[src/rtl/jamma_joy_scanner.sv]
// JAMMA control scanner: drives the player select line, samples and debounces each
// player's byte from the shared JJOY bus, and synchronises/stretches the coin switches.

module jjs_debounce #(
    parameter int DB_SAMPLES = 3
) (
    input  logic       clk,
    input  logic       reset_n,
    input  logic       smp,
    input  logic [7:0] din,
    output logic [7:0] dout
);
    localparam logic [3:0] CNT_MAX = 4'(DB_SAMPLES - 1);

    logic [7:0] cand;
    logic [3:0] cnt;
    logic [3:0] cnt_nxt;

    // cnt holds (run length - 1) of the current candidate, saturating at CNT_MAX;
    // the output loads on the sample that completes a run of DB_SAMPLES.
    always_comb begin
        cnt_nxt = '0;
        if (din == cand)
            cnt_nxt = (cnt == CNT_MAX) ? cnt : cnt + 4'd1;
    end

    always_ff @(posedge clk) begin
        if (!reset_n) begin
            cand <= 8'hFF;
            cnt  <= '0;
            dout <= 8'hFF;
        end else if (smp) begin
            cand <= din;
            cnt  <= cnt_nxt;
            if (cnt_nxt == CNT_MAX)
                dout <= din;
        end
    end
endmodule

module jjs_coin #(
    parameter int COIN_STRETCH = 4095
) (
    input  logic clk,
    input  logic reset_n,
    input  logic ce,
    input  logic din,
    output logic dout
);
    localparam logic [15:0] LOAD = 16'(COIN_STRETCH);

    logic        s1;
    logic        s2;
    logic        prev;
    logic [15:0] cnt;

    // Synchroniser runs on every clk; the edge detector only moves on ce so a
    // press is seen once per strobe regardless of how long the switch is held.
    always_ff @(posedge clk) begin
        if (!reset_n) begin
            s1   <= 1'b1;
            s2   <= 1'b1;
            prev <= 1'b1;
            cnt  <= '0;
        end else begin
            s1 <= din;
            s2 <= s1;
            if (ce) begin
                prev <= s2;
                if (prev && !s2)
                    cnt <= LOAD;
                else if (cnt != '0)
                    cnt <= cnt - 16'd1;
            end
        end
    end

    assign dout = (cnt == '0);
endmodule

module jamma_joy_scanner #(
    parameter int SETTLE       = 7,
    parameter int DB_SAMPLES   = 3,
    parameter int COIN_STRETCH = 4095
) (
    input  logic       clk,
    input  logic       reset_n,
    input  logic       ce,
    input  logic [7:0] jjoy,
    input  logic [1:0] jcoin,
    output logic       jselect,
    output logic [7:0] joy1,
    output logic [7:0] joy2,
    output logic [1:0] coin,
    output logic       scan_done
);
    localparam int         NUM_LANES   = 2;
    localparam logic [7:0] SETTLE_LAST = 8'(SETTLE - 1);

    typedef enum logic [1:0] {
        SETTLE_P1,
        SAMPLE_P1,
        SETTLE_P2,
        SAMPLE_P2
    } state_t;

    state_t     state;
    state_t     state_nxt;
    logic [7:0] settle_cnt;
    logic [7:0] settle_cnt_nxt;
    logic       jsel_nxt;

    logic [NUM_LANES-1:0]       smp;
    logic [NUM_LANES-1:0][7:0]  joy_q;

    always_ff @(posedge clk) begin
        if (!reset_n) begin
            state      <= SETTLE_P1;
            settle_cnt <= '0;
            jselect    <= 1'b0;
            scan_done  <= 1'b0;
        end else begin
            state      <= state_nxt;
            settle_cnt <= settle_cnt_nxt;
            jselect    <= jsel_nxt;
            scan_done  <= ce && (state == SAMPLE_P2);
        end
    end

    always_comb begin
        state_nxt      = state;
        settle_cnt_nxt = settle_cnt;
        jsel_nxt       = jselect;
        if (ce) begin
            unique case (state)
                SETTLE_P1, SETTLE_P2: begin
                    if (settle_cnt == SETTLE_LAST) begin
                        settle_cnt_nxt = '0;
                        state_nxt      = (state == SETTLE_P1) ? SAMPLE_P1 : SAMPLE_P2;
                    end else begin
                        settle_cnt_nxt = settle_cnt + 8'd1;
                    end
                end
                SAMPLE_P1: begin
                    jsel_nxt  = 1'b1;
                    state_nxt = SETTLE_P2;
                end
                SAMPLE_P2: begin
                    jsel_nxt  = 1'b0;
                    state_nxt = SETTLE_P1;
                end
                default: state_nxt = SETTLE_P1;
            endcase
        end
    end

    assign smp[0] = ce && (state == SAMPLE_P1);
    assign smp[1] = ce && (state == SAMPLE_P2);

    for (genvar i = 0; i < NUM_LANES; i++) begin : g_lane
        jjs_debounce #(.DB_SAMPLES(DB_SAMPLES)) u_db (
            .clk    (clk),
            .reset_n(reset_n),
            .smp    (smp[i]),
            .din    (jjoy),
            .dout   (joy_q[i])
        );

        jjs_coin #(.COIN_STRETCH(COIN_STRETCH)) u_coin (
            .clk    (clk),
            .reset_n(reset_n),
            .ce     (ce),
            .din    (jcoin[i]),
            .dout   (coin[i])
        );
    end

    assign joy1 = joy_q[0];
    assign joy2 = joy_q[1];
endmodule
[config.mk]
export PLATFORM = sky130hd
export DESIGN_NAME = jamma_joy_scanner
export DESIGN_NICKNAME = d
export VERILOG_FILES = /design/src/rtl/jamma_joy_scanner.sv
export SDC_FILE = /design/constraint.sdc
export NUM_CORES = 1
export LEC_CHECK = 0
export CORE_UTILIZATION = 35
export CTS_BUF_LIST = sky130_fd_sc_hd__clkbuf_4
export CTS_CLUSTER_DIAMETER = 200
export DETAILED_ROUTE_END_ITERATION = 7
export PLACE_DENSITY_LB_ADDON = 0.05
export REMOVE_ABC_BUFFERS = 1
export SLEW_MARGIN = 5
export SYNTH_ARGS = -nofsm -noshare
export SYNTH_HDL_FRONTEND = slang
export SYNTH_HIERARCHICAL = 1
export SYNTH_SLANG_ARGS = --single-unit
[constraint.sdc]
create_clock -name clk -period 2.3 [get_ports clk]
set_input_delay 0.575 -clock clk [delete_from_list [all_inputs] [get_ports clk]]
set_output_delay 0.575 -clock clk [all_outputs]
set_load 0.01 [all_outputs]
Word-level counts from Yosys, hierarchy flattened
Cells that the tools add are included.
- bits in registers: 90
- input port bits: 13
- output and inout bits: 20
- add/sub/neg operators: 5
- eq/ne operators: 11
- muxes and demuxes: 13
- reduce and logical (&&, ||, !) cells: 22
- operators by type and width (operator ; count):
    16-bit two-way mux ; 4
    16-bit logical NOT ; 2
    16-bit nonzero test ; 2
    16-bit by 1-bit subtractor with 16-bit output, second input constant ; 2
    4-bit by 2-bit equality test with 1-bit output, second input constant ; 4
    8-bit equality test ; 2
    4-bit two-way mux ; 4
    2-bit AND reduction ; 7
    4-bit by 1-bit adder with 4-bit output, second input constant ; 2
    8-bit by 1-bit adder with 8-bit output, second input constant ; 1
    8-bit by 3-bit equality test with 1-bit output, second input constant ; 1
    8-bit two-way mux ; 1
    2-bit one-hot mux with 3 select lines ; 1
    2-bit nonzero test ; 3
    2-bit equality test, second input constant ; 2
    1-bit logical AND ; 4
    2-bit two-way mux ; 2
    2-bit by 1-bit equality test with 1-bit output, second input constant ; 1
    1-bit logical NOT ; 2
    2-bit logical NOT ; 1
    2-bit != test, second input constant ; 1
    1-bit one-hot mux with 2 select lines ; 1
    2-bit OR reduction ; 1

Logic depth before layout (Yosys ltp)
Gate-level depths: netlist of the first run.
- depth after elaboration: 5
- gate-level depth with buffers: 8
- mapped depth without buffers: 7

Modules after synthesis
Netlist of the first run, hierarchy kept.
- by module, submodules not included (module ; instances ; cells an instance ; area an instance (um^2) ; seq. area each (um^2)):
    jjs_coin ; 2 ; 119 ; 989.7 ; 380.4
    jjs_debounce (g_lane[1].u_db) ; 1 ; 109 ; 1042.2 ; 400.4
    jjs_debounce (g_lane[0].u_db) ; 1 ; 107 ; 1031.0 ; 400.4
    jamma_joy_scanner ; 1 ; 71 ; 651.9 ; 240.2

Worst setup path after synthesis of the first run
No wires, ideal clock.
- path kind: flip-flop to output port
- from: reg g_lane[0].u_coin.cnt[0]
- to: out coin[0]
- arrival time: 1517 ps
- setup slack: 208 ps
- cell stages (with the launch flop): 5
- buffers on the path: 0
- cell sequence: dfxtp_1 inv_1 ha_1 or4b_2 nor4_4
- longest elaborated chain between the ends: 1
- ends and longest elaborated chain (what ; line ; text):
    from (decl) ; 55 ; logic [15:0] cnt;
    from (signal assigned) ; 73 ; cnt <= cnt - 16'd1;
    16-bit logical NOT ; 78 ; assign dout = (cnt == '0);
    to (decl) ; 94 ; output logic [1:0] coin,
Every way passes these cells.

Worst setup path after layout of the first run
- from: reg g_lane[0].u_coin.cnt[13]
- to: out coin[0]
Same word-level chain as after synthesis.

==> results of run 1 <==
-- cell families after synthesis --
| family | count (synthesis) | share of synthesized area, % |
|---|---|---|
| buffers and inverters | 53 | 5.45 |
| and+or+nand+nor | 199 | 24.9 |
| muxes | 23 | 4.95 |
| xor gates and xnor gates | 21 | 3.91 |
| DFF | 90 | 38.3 |
| adders and majority gates | 12 | 3.19 |
| AOI/OAI and AO/OA | 127 | 19.3 |
-- worst max path at each step --
stage / startpoint / end / slack, ns / cells after the start
2_1_floorplan: g_lane[0].u_coin/cnt[0] / coin[0] / 0.21 / 4
3_3_place_gp: jjoy[7] / g_lane[1].u_db/dout[6] / -0.19 / 6
3_5_place_dp: jjoy[7] / g_lane[1].u_db/dout[6] / -0.23 / 6
4_1_cts: g_lane[0].u_coin/cnt[1] / coin[0] / -0.29 / 5
5_1_grt: g_lane[0].u_coin/cnt[13] / coin[0] / -0.26 / 3
6_report: g_lane[0].u_coin/cnt[13] / coin[0] / -0.14 / 3
-- cell usage in the layout (no fill, tap or decap), types with 5 or more instances in the layout --
| cell | n |
|---|---|
| dfxtp_1 | 84 |
| buf_4 | 71 |
| nand2_1 | 62 |
| nor2_1 | 30 |
| a21oi_1 | 29 |
| clkdlybuf4s50_1 | 29 |
| inv_1 | 28 |
| mux2i_1 | 21 |
| xor2_1 | 16 |
| o21ai_1 | 16 |
| o21ai_0 | 15 |
| or3_1 | 15 |
| nand3_1 | 14 |
| nor3_1 | 14 |
| o311ai_1 | 14 |
| clkbuf_4 | 11 |
| ha_1 | 10 |
| nand2b_1 | 9 |
| o31ai_1 | 7 |
| nor4_4 | 6 |
| a211oi_1 | 6 |
| nor2b_1 | 6 |
| dfxtp_2 | 6 |
| xnor2_1 | 5 |
| nand4_1 | 5 |
| or4_1 | 5 |
| a31oi_1 | 5 |
-- power by group through the flow --
stage | Clock [W] | Sequential [W] | Combinational, W
2_1_floorplan | 0 | 0.00187 | 0.00105
3_3_place_gp | 0 | 0.00182 | 0.00188
3_5_place_dp | 0 | 0.00182 | 0.00187
4_1_cts | 0.000959 | 0.00179 | 0.00189
5_1_grt | 0.00101 | 0.00182 | 0.00209
6_report | 0.000902 | 0.00180 | 0.00188
-- timing repair --
| action | in CTS | in global routing |
|---|---|---|
| setup endpoints to repair | 2 | 2 |
| pin swaps | 2 | 2 |
| cloned | 0 | 0 |
| endpoints found under the hold margin | 0 | 0 |
| resized for setup | 16 | 7 |
-- sequential cells by signal, indices dropped and copies added (netlist names) --
register	flops
scan_done	1
g_lane.u_coin/cnt	32
g_lane.u_db/dout	16
jselect	1
settle_cnt	8
g_lane.u_coin/s2	2
g_lane.u_db/cand	16
g_lane.u_db/cnt	8
g_lane.u_coin/s1	2
state	2
g_lane.u_coin/prev	2
-- metrics by stage --
stage          utilization (%)  setup WS, ns  hold WS, ns  setup TNS (ns)
4_1_cts                   45.0        -0.286        0.364          -0.456
6_report                  45.0        -0.143        0.401          -0.253
2_1_floorplan                -         0.208        0.386               0
3_3_place_gp              43.8        -0.187        0.391           -4.45
5_1_grt                   45.0        -0.257        0.358          -0.486
3_5_place_dp              43.8        -0.227        0.402           -5.73
-- area by class of cell --
type | count | area [um^2]
clock inverters | 5 | 55.1
clock buffers | 11 | 82.6
multi-input cells | 382 | 2670
inverters | 34 | 128
flip-flops and latches | 90 | 1810
repair buffers | 103 | 838
fillers | 1321 | 7080
well taps | 172 | 215
-- routing by layer --
metal	global-route usage (%)	vias up	part of all wire, %
met4	4.25	0	1.2
met1	21.0	1913	48
met2	27.5	50	47
met5	0	-	0
met3	5.33	10	3.4
li1	-	2097	-
==> results.ini, run 1 <==
[logic_synthesis]
synth_top_area_cell=dfxtp_1
synth_edf_count=0
synthTopCellsByCount=dfxtp_1 (90), nand2_1 (62), inv_1 (32), nor2_1 (30), a21oi_1 (29)
async_flop_share_pct=0
synth_area_per_cell_um2=8.96
synth_flop_cell=dfxtp_1
synthTopCellsByArea=dfxtp_1 (38%), nand2_1 (4.9%), mux2i_1 (4.5%), ha_1 (3.2%), a21oi_1 (3.1%)
yosysWarnings=6
synth_cell_type_count=66
seq_area_frac_synth_pct=38.3
synthCells=525
yosysMostFrequentCell=dfxtp_1
synth_top_area_share_pct=38.3
synth.cell_area_um2=4700
synth-seq-cells=90

[floorplan]
rows=41
fp.dieW_um=118
io_pins=33
die_area_um2=13900
dieHeight_um=118
initial_utilization_pct=36.5
core_area_um2=12900

[critical_path]
rr_worst_depth=7
crit_slowest_cell=or4_4
crit_buf_inv=1
cp-start-kind=register
max_stage_delay_ns=0.57
worstPathArrival_ns=1.87
critical_path_required_ns=1.73
critical_path_class=reg -> out
crit_path_end_kind=output pin
r2r_end=g_lane[1].u_db/dout[6]
critical-path-top-delay-family=simple AND/OR/NAND/NOR gates
cp_cell_sequence=or4_4, nor4_4, buf_2
cp_max_fo=2
regToRegSetupSlack_ns=0.24
r2r_start=g_lane[1].u_db/cnt[0]

[timing]
skew_ns=0.0198
hold_violations=0
worstMarginPinSlew_ns=0.813
slew_viol_final=0
setup_violations=2
min_period_ns=2.44
worst_slack_ns=-0.143
rsz0062_at_grt=true
max_slew_margin_pct=45.6
min_period_over_period_pct=106
fmax_mhz=409

[placement]
place_inst=781
hpwl_mm=8.14
dpl-instance-area_um2=5640
io_buffers=32
gp_congestion=0.853

[hold_path]
hold_path_depth=2
hold_start=reset_n
hold_end=g_lane[1].u_db/dout[4]
hp-class=in -> reg

[power]
swShare_pct=35.2
p_total_w=0.00458
peakVddDrop_mv=0.356
p_sw_w=0.00161
powerDensity_nw_per_um2=790
p_seq_share_pct=39.2
p_comb_share_pct=41.1
power.share.clock_pct=19.7
p_int_w=0.00297
p_leak_nw=2.19

[clock_network]
cts_root_buf=clkbuf_4
cts_buffer_depth=2
ctsHtreeMaxLevel=3
post_cts_buffers=0
clock_latency_ns=0.47
cts.sink_count=90
clkSlewWorstSetupHoldPaths_ns=0.14
cts_buffers=9
ctsHoldBuffers=0
cts_tree=yes

[route]
first_pass_iters=4
vias_per_cell=5.11
routed_wl_mm=10.9
wire_per_inst_um=13.7
drt_drc_violations_left=0
ant_nets=0
vias=4070
initialDrtViolationCount=231

[final_layout]
drive_gt1_share_pct=22.6
nNetsFinal=645
antenna_cells=0
area_growth_pct=23.2
fin_cells=797
postLayoutCellArea_um2=5800

[flow_run]
cap_violations=0

[grt]
first_global_vias=3917
grt_usage_pct=16.7
overflow=0
antenna_found_initial=0
grt_max_degree=40
grt_pass1_wl_mm=18.8

[outcome]
outcome=finished, violations left
violations=setup timing

(Power assumes the default switching activity.)
==> run 2, diff against run 1 <==
- CORE_MARGIN: unset -> 2
==> run 2 against run 1 <==
  * The flow still finishes with violations (setup timing)
  * Global-route usage decreased by 0.19 points
  * Clock-buffer cell count up 1
  * Via count rose by 1.1%
  * Sequential share of layout area down 0.57 points
  * Critical path depth did not move
  * Maximum frequency up 1.2%
  * Wire length rose by 2.7%
  * Critical endpoint is now coin[1]
  * Largest cell class unchanged
==> results.ini, run 2 (synthesis results as in run 1) <==
[grt]
overflow=0  ; unchanged
grt_usage_pct=16.5  ; -0.19 points
grt_max_degree=40  ; unchanged
first_global_vias=3921  ; +0.10%
antenna_found_initial=2  ; +2
grt_pass1_wl_mm=19.1  ; +1.9%

[clock_network]
ctsHtreeMaxLevel=3  ; unchanged
clkSlewWorstSetupHoldPaths_ns=0.13  ; about the same
ctsHoldBuffers=0  ; unchanged
cts_root_buf=clkbuf_4
cts.sink_count=90  ; unchanged
clock_latency_ns=0.45  ; -0.02 ns
cts_tree=yes
cts_buffers=9  ; unchanged
cts_buffer_depth=2  ; unchanged

[timing]
max_slew_margin_pct=50.3  ; +4.7 points
min_period_over_period_pct=105  ; -1.3 points
setup_violations=2  ; unchanged
fin_setup_tns_ns=-0.209  ; +0.0436 ns
min_period_ns=2.41  ; -0.0298 ns
worstMarginPinSlew_ns=0.743  ; -0.0698 ns
fmax_mhz=414  ; +1.2%
skew_ns=0.0144  ; -0.00543 ns
whs_ns=0.425  ; +0.0243 ns
slew_viol_final=0  ; unchanged
worst_slack_ns=-0.113  ; +0.0298 ns
rsz0062_at_grt=true
hold_violations=0  ; unchanged

[critical_path]
crit_buf_inv=1  ; unchanged
critical-path-top-delay-family=simple AND/OR/NAND/NOR gates
max_stage_delay_ns=0.56  ; about the same
worstPathArrival_ns=1.84  ; -0.03 ns
crit_slowest_cell=or4_4
cp_cell_sequence=or4_4, nor4_4, buf_2
critical_path_required_ns=1.73  ; about the same
cp_max_fo=2  ; unchanged
cp-start-kind=register
critical_path_class=reg -> out
crit_path_end_kind=output pin

[final_layout]
largest_reg_flops=32  ; unchanged
final_common_cell=dfxtp_1
reg_top3=g_lane.u_coin/cnt: 32 flops, g_lane.u_db/cand: 16 flops, g_lane.u_db/dout: 16 flops
regMostFlops=g_lane.u_coin/cnt
area_growth_pct=25.5
nNetsFinal=654  ; +1.4%
fillers=1320  ; -0.076%
multi_input_area_um2=2680  ; +0.38%
seqCellArea_um2=1810  ; unchanged
drive_gt1_share_pct=23.3  ; +0.78 points
mostFrequentLayoutCells=dfxtp_1 (84), buf_4 (78), nand2_1 (62)

[route]
vias_per_cell=5.07  ; -0.79%
initialDrtViolationCount=211  ; -8.7%
first_pass_iters=5  ; +1
routed_wl_mm=11.2  ; +2.7%
vias=4114  ; +1.1%
ant_nets=0  ; unchanged
wire_per_inst_um=13.8  ; +0.82%
drt_drc_violations_left=0  ; unchanged

[outcome]
outcome=finished, violations left
violations=setup timing

[placement]
gp_congestion=0.826  ; -3.2%
io_buffers=32  ; unchanged
hpwl_mm=8.33  ; +2.4%

[power]
p_total_w=0.00465  ; +1.7%
peakVddDrop_mv=0.250  ; -30%
p_leak_nw=2.25  ; +2.7%
powerDensity_nw_per_um2=788  ; -0.20%

[floorplan]
initial_utilization_pct=35.7  ; -0.87 points
io_pins=33  ; unchanged
core_area_um2=13200  ; +2.4%
die_area_um2=14400  ; +3.4%
rows=42  ; +2.4%
dieHeight_um=120  ; +1.7%
fp.dieW_um=120  ; +1.7%

[flow_run]
cap_violations=0  ; unchanged

[hold_path]
hp-class=reg -> reg

==> run 2: cell types whose count changed in the layout (fill, tap and decap cells not counted), sizes merged <==
cell      delta
clkinvlp     -2
clkbuf       +1
buf          +9
diode        +2
clkinv       +1
==> run 2: where the power goes <==
| group | total (W) | internal [W] | switching (W) |
|---|---|---|---|
| combinational | 0.00196 | 0.000954 | 0.00100 |
| clock | 0.000900 | 0.000361 | 0.000539 |
| sequential | 0.00180 | 0.00171 | 0.0000843 |
==> run 2: final timing paths <==
| check | from | to | slack, ns | cells after the start |
|---|---|---|---|---|
| setup / recovery | g_lane[1].u_coin/cnt[15] | coin[1] | -0.11 | 3 |
| hold / removal | g_lane[1].u_coin/s1 | g_lane[1].u_coin/s2 | 0.42 | 1 |
| setup reg to reg | g_lane[0].u_coin/cnt[0] | g_lane[0].u_coin/cnt[9] | 0.25 | 9 |
| hold reg to reg | g_lane[1].u_coin/s1 | g_lane[1].u_coin/s2 | 0.42 | 1 |
==> run 2: stage by stage <==
step                      area (um^2)  instances  worst slack, ns  utilization [%]
after floorplan                  4580        506            0.208                -
after global placement           5710        791           -0.145             43.3
after detailed placement         5710        791           -0.196             43.3
after CTS                        5870        808           -0.273             44.5
after global routing             5900        811           -0.209             44.7
final                            5900        812           -0.113             44.8
==> run 2: layout make-up <==
class / instances / area share [%]
diodes: 2 / 0.0848
well taps: 176 / 3.73
repair buffers: 112 / 15.8
flip-flops and latches: 90 / 30.6
multi-input cells: 382 / 45.4
inverters: 34 / 2.16
clock inverters: 4 / 0.720
clock buffers: 12 / 1.53
==> run 2: timing repair <==
item,CTS,global route
pin swaps,2,2
setup endpoints to repair,2,2
buffers inserted,1,2
resized for setup,16,8
==> run 2: per-layer routing <==
layer	vias to the layer above	GRT usage [%]	share of wire [%]
li1	2123	-	-
met3	9	3.33	3.5
met5	-	0	0
met1	1934	21.5	48
met4	0	7.43	1.3
met2	48	26.2	48
==> run 3, diff against run 2 <==
- CAP_MARGIN: unset -> 20
- CTS_BUF_LIST: sky130_fd_sc_hd__clkbuf_4 -> sky130_fd_sc_hd__clkbuf_4 sky130_fd_sc_hd__clkbuf_8
- SLEW_MARGIN: 5 -> 0
==> run 3 against run 2 <==
  * Power increased by 5.8%
  * First-iteration DRC count decreased by 9.0%
  * Clock-buffer cell count increased by 2
  * Sequential share of layout area down 0.39 points
  * Critical path depth unchanged
  * Critical path type unchanged
  * Sequential power hardly changed
  * Die area unchanged
  * The flow still finishes with violations (setup timing)
  * Global-route usage barely moved
  * Worst hold slack got worse by 0.011 ns
  * Via count increased by 0.73%
  * Largest cell class unchanged
  * Cell count decreased by 0.12%
  * Combinational power hardly changed
==> results.ini, run 3 (synthesis results as in run 1) <==
[clock_network]
cts_root_buf=clkbuf_8
ctsHtreeMaxLevel=3  ; unchanged
clkSlewWorstSetupHoldPaths_ns=0.09  ; -0.04 ns
clock_latency_ns=0.37  ; -0.08 ns
cts_buffer_depth=2  ; unchanged
cts.sink_count=90  ; unchanged
cts_buffers=9  ; unchanged
ctsHoldBuffers=0  ; unchanged
cts_tree=yes

[critical_path]
r2r_end=g_lane[0].u_coin/cnt[9]
critical_path_class=reg -> out
crit_buf_inv=1  ; unchanged
cp_cell_sequence=or4_4, nor4_4, buf_2
crit_slowest_cell=or4_4
worstPathArrival_ns=1.75  ; -0.09 ns
critical-path-top-delay-family=simple AND/OR/NAND/NOR gates
max_stage_delay_ns=0.56  ; about the same
critical_path_required_ns=1.73  ; about the same
cp-start-kind=register
cp_max_fo=2  ; unchanged
regToRegSetupSlack_ns=0.27  ; +0.02 ns
r2r_start=g_lane[0].u_coin/cnt[0]
rr_worst_depth=9  ; unchanged
crit_path_end_kind=output pin

[grt]
grt_pass1_wl_mm=19.2  ; +0.29%
grt_usage_pct=16.5  ; +0.030 points
grt_max_degree=40  ; unchanged
antenna_found_initial=1  ; -1
overflow=0  ; unchanged
first_global_vias=3928  ; +0.18%

[power]
p_total_w=0.00492  ; +5.8%
powerDensity_nw_per_um2=823  ; +4.5%
p_leak_nw=2.28  ; +1.5%
peakVddDrop_mv=0.251  ; +0.59%

[final_layout]
area_growth_pct=27.0
mostFrequentLayoutCells=dfxtp_1 (85), buf_4 (78), nand2_1 (62)
final_common_cell=dfxtp_1
regMostFlops=g_lane.u_coin/cnt
reg_top3=g_lane.u_coin/cnt: 32 flops, g_lane.u_db/cand: 16 flops, g_lane.u_db/dout: 16 flops
utilization_pct=45.3  ; +0.55 points
fin_cells=811  ; -0.12%
drive_gt1_share_pct=23.5  ; +0.16 points
largest_reg_flops=32  ; unchanged
nNetsFinal=654  ; unchanged
postLayoutCellArea_um2=5980  ; +1.2%

[placement]
dpl-instance-area_um2=5710  ; unchanged
hpwl_mm=8.33  ; unchanged
gp_congestion=0.826  ; unchanged
io_buffers=32  ; unchanged
place_inst=791  ; unchanged

[hold_path]
hold_end=g_lane[1].u_coin/s2
hp-class=reg -> reg
hold_path_depth=1  ; unchanged
hold_start=g_lane[1].u_coin/s1

[timing]
worstMarginPinSlew_ns=0.732  ; -0.0117 ns
max_slew_margin_pct=51.1  ; +0.79 points
fmax_mhz=431  ; +3.9%
slew_viol_final=0  ; unchanged
setup_violations=2  ; unchanged
min_period_over_period_pct=101  ; -4.0 points
worst_slack_ns=-0.0218  ; +0.0914 ns
min_period_ns=2.32  ; -0.0914 ns
skew_ns=0.00956  ; -0.00484 ns
hold_violations=0  ; unchanged
rsz0062_at_grt=true
whs_ns=0.414  ; -0.0108 ns

[route]
ant_nets=0  ; unchanged
vias_per_cell=5.11  ; +0.85%
routed_wl_mm=11.2  ; +0.32%
vias=4144  ; +0.73%
first_pass_iters=4  ; -1
initialDrtViolationCount=192  ; -9.0%
wire_per_inst_um=13.9  ; +0.45%
drt_drc_violations_left=0  ; unchanged

[floorplan]
core_area_um2=13200  ; unchanged
die_area_um2=14400  ; unchanged
rows=42  ; unchanged
io_pins=33  ; unchanged
initial_utilization_pct=35.7  ; unchanged
dieHeight_um=120  ; unchanged
fp.dieW_um=120  ; unchanged

[outcome]
violations=setup timing
outcome=finished, violations left

[flow_run]
cap_violations=0  ; unchanged

run 3: cell types whose count changed in the layout (fill, tap and decap cells not counted), sizes merged:
cell / change
clkbuf: +2
diode: -1
clkinv: -2
run 3: layout make-up:
cell class	count	area, um^2
clock inverter	2	35.0
antenna	1	2.50
tap	176	220
multi-input combinational	382	2680
inverter	34	128
fill	1306	7210
sequential	90	1810
clock buffer	14	174
timing repair buffer	112	931
run 3: where the power goes:
part	internal, W	leakage (nW)	switching [W]
clock	0.000598	0.111	0.000575
combinational	0.000954	1.44	0.00100
sequential	0.00171	0.734	0.0000842
total	0.00326	2.28	0.00166
run 3: how the worst max path moves through the flow:
stage | from | endpoint | cells after the start
after floorplan | g_lane[0].u_coin/cnt[0] | coin[0] | 4
after CTS | g_lane[1].u_coin/cnt[1] | coin[1] | 5
after global placement | jjoy[3] | g_lane[0].u_db/dout[6] | 6
after detailed placement | jjoy[3] | g_lane[0].u_db/dout[5] | 6
after global routing | g_lane[1].u_coin/cnt[12] | coin[1] | 3
final | g_lane[1].u_coin/cnt[12] | coin[1] | 3
run 3: routing by layer:
metal | GRT usage [%] | up-vias | part of all wire [%]
met5 | 0 | - | 0
met4 | 7.43 | 0 | 1.9
met3 | 3.33 | 15 | 3.9
met2 | 26.4 | 61 | 47
met1 | 21.5 | 1950 | 47
li1 | - | 2118 | -
run 3: stage by stage:
stage	setup WS, ns	TNS, ns
floorplan	0.208	0
global placement	-0.145	-2.60
detailed placement	-0.196	-3.55
CTS	-0.154	-0.206
global route	-0.0891	-0.148
finish	-0.0218	-0.0228
run 3: what timing repair did:
| action | CTS | global route |
|---|---|---|
| setup endpoints to repair | 2 | 2 |
| pin swaps | 2 | 3 |
| resized for setup | 17 | 6 |
| buffers inserted | 1 | 2 |
run 3: worst reg2reg max path: cells and delay by family, from the launching register on:
kind | cells | cell delay, ns
and+or+nand+nor | 3 | 0.76
adders and majority gates | 1 | 0.12
AOI/OAI and AO/OA | 2 | 0.45
buffers and inverters | 3 | 0.26
DFF | 1 | 0.34
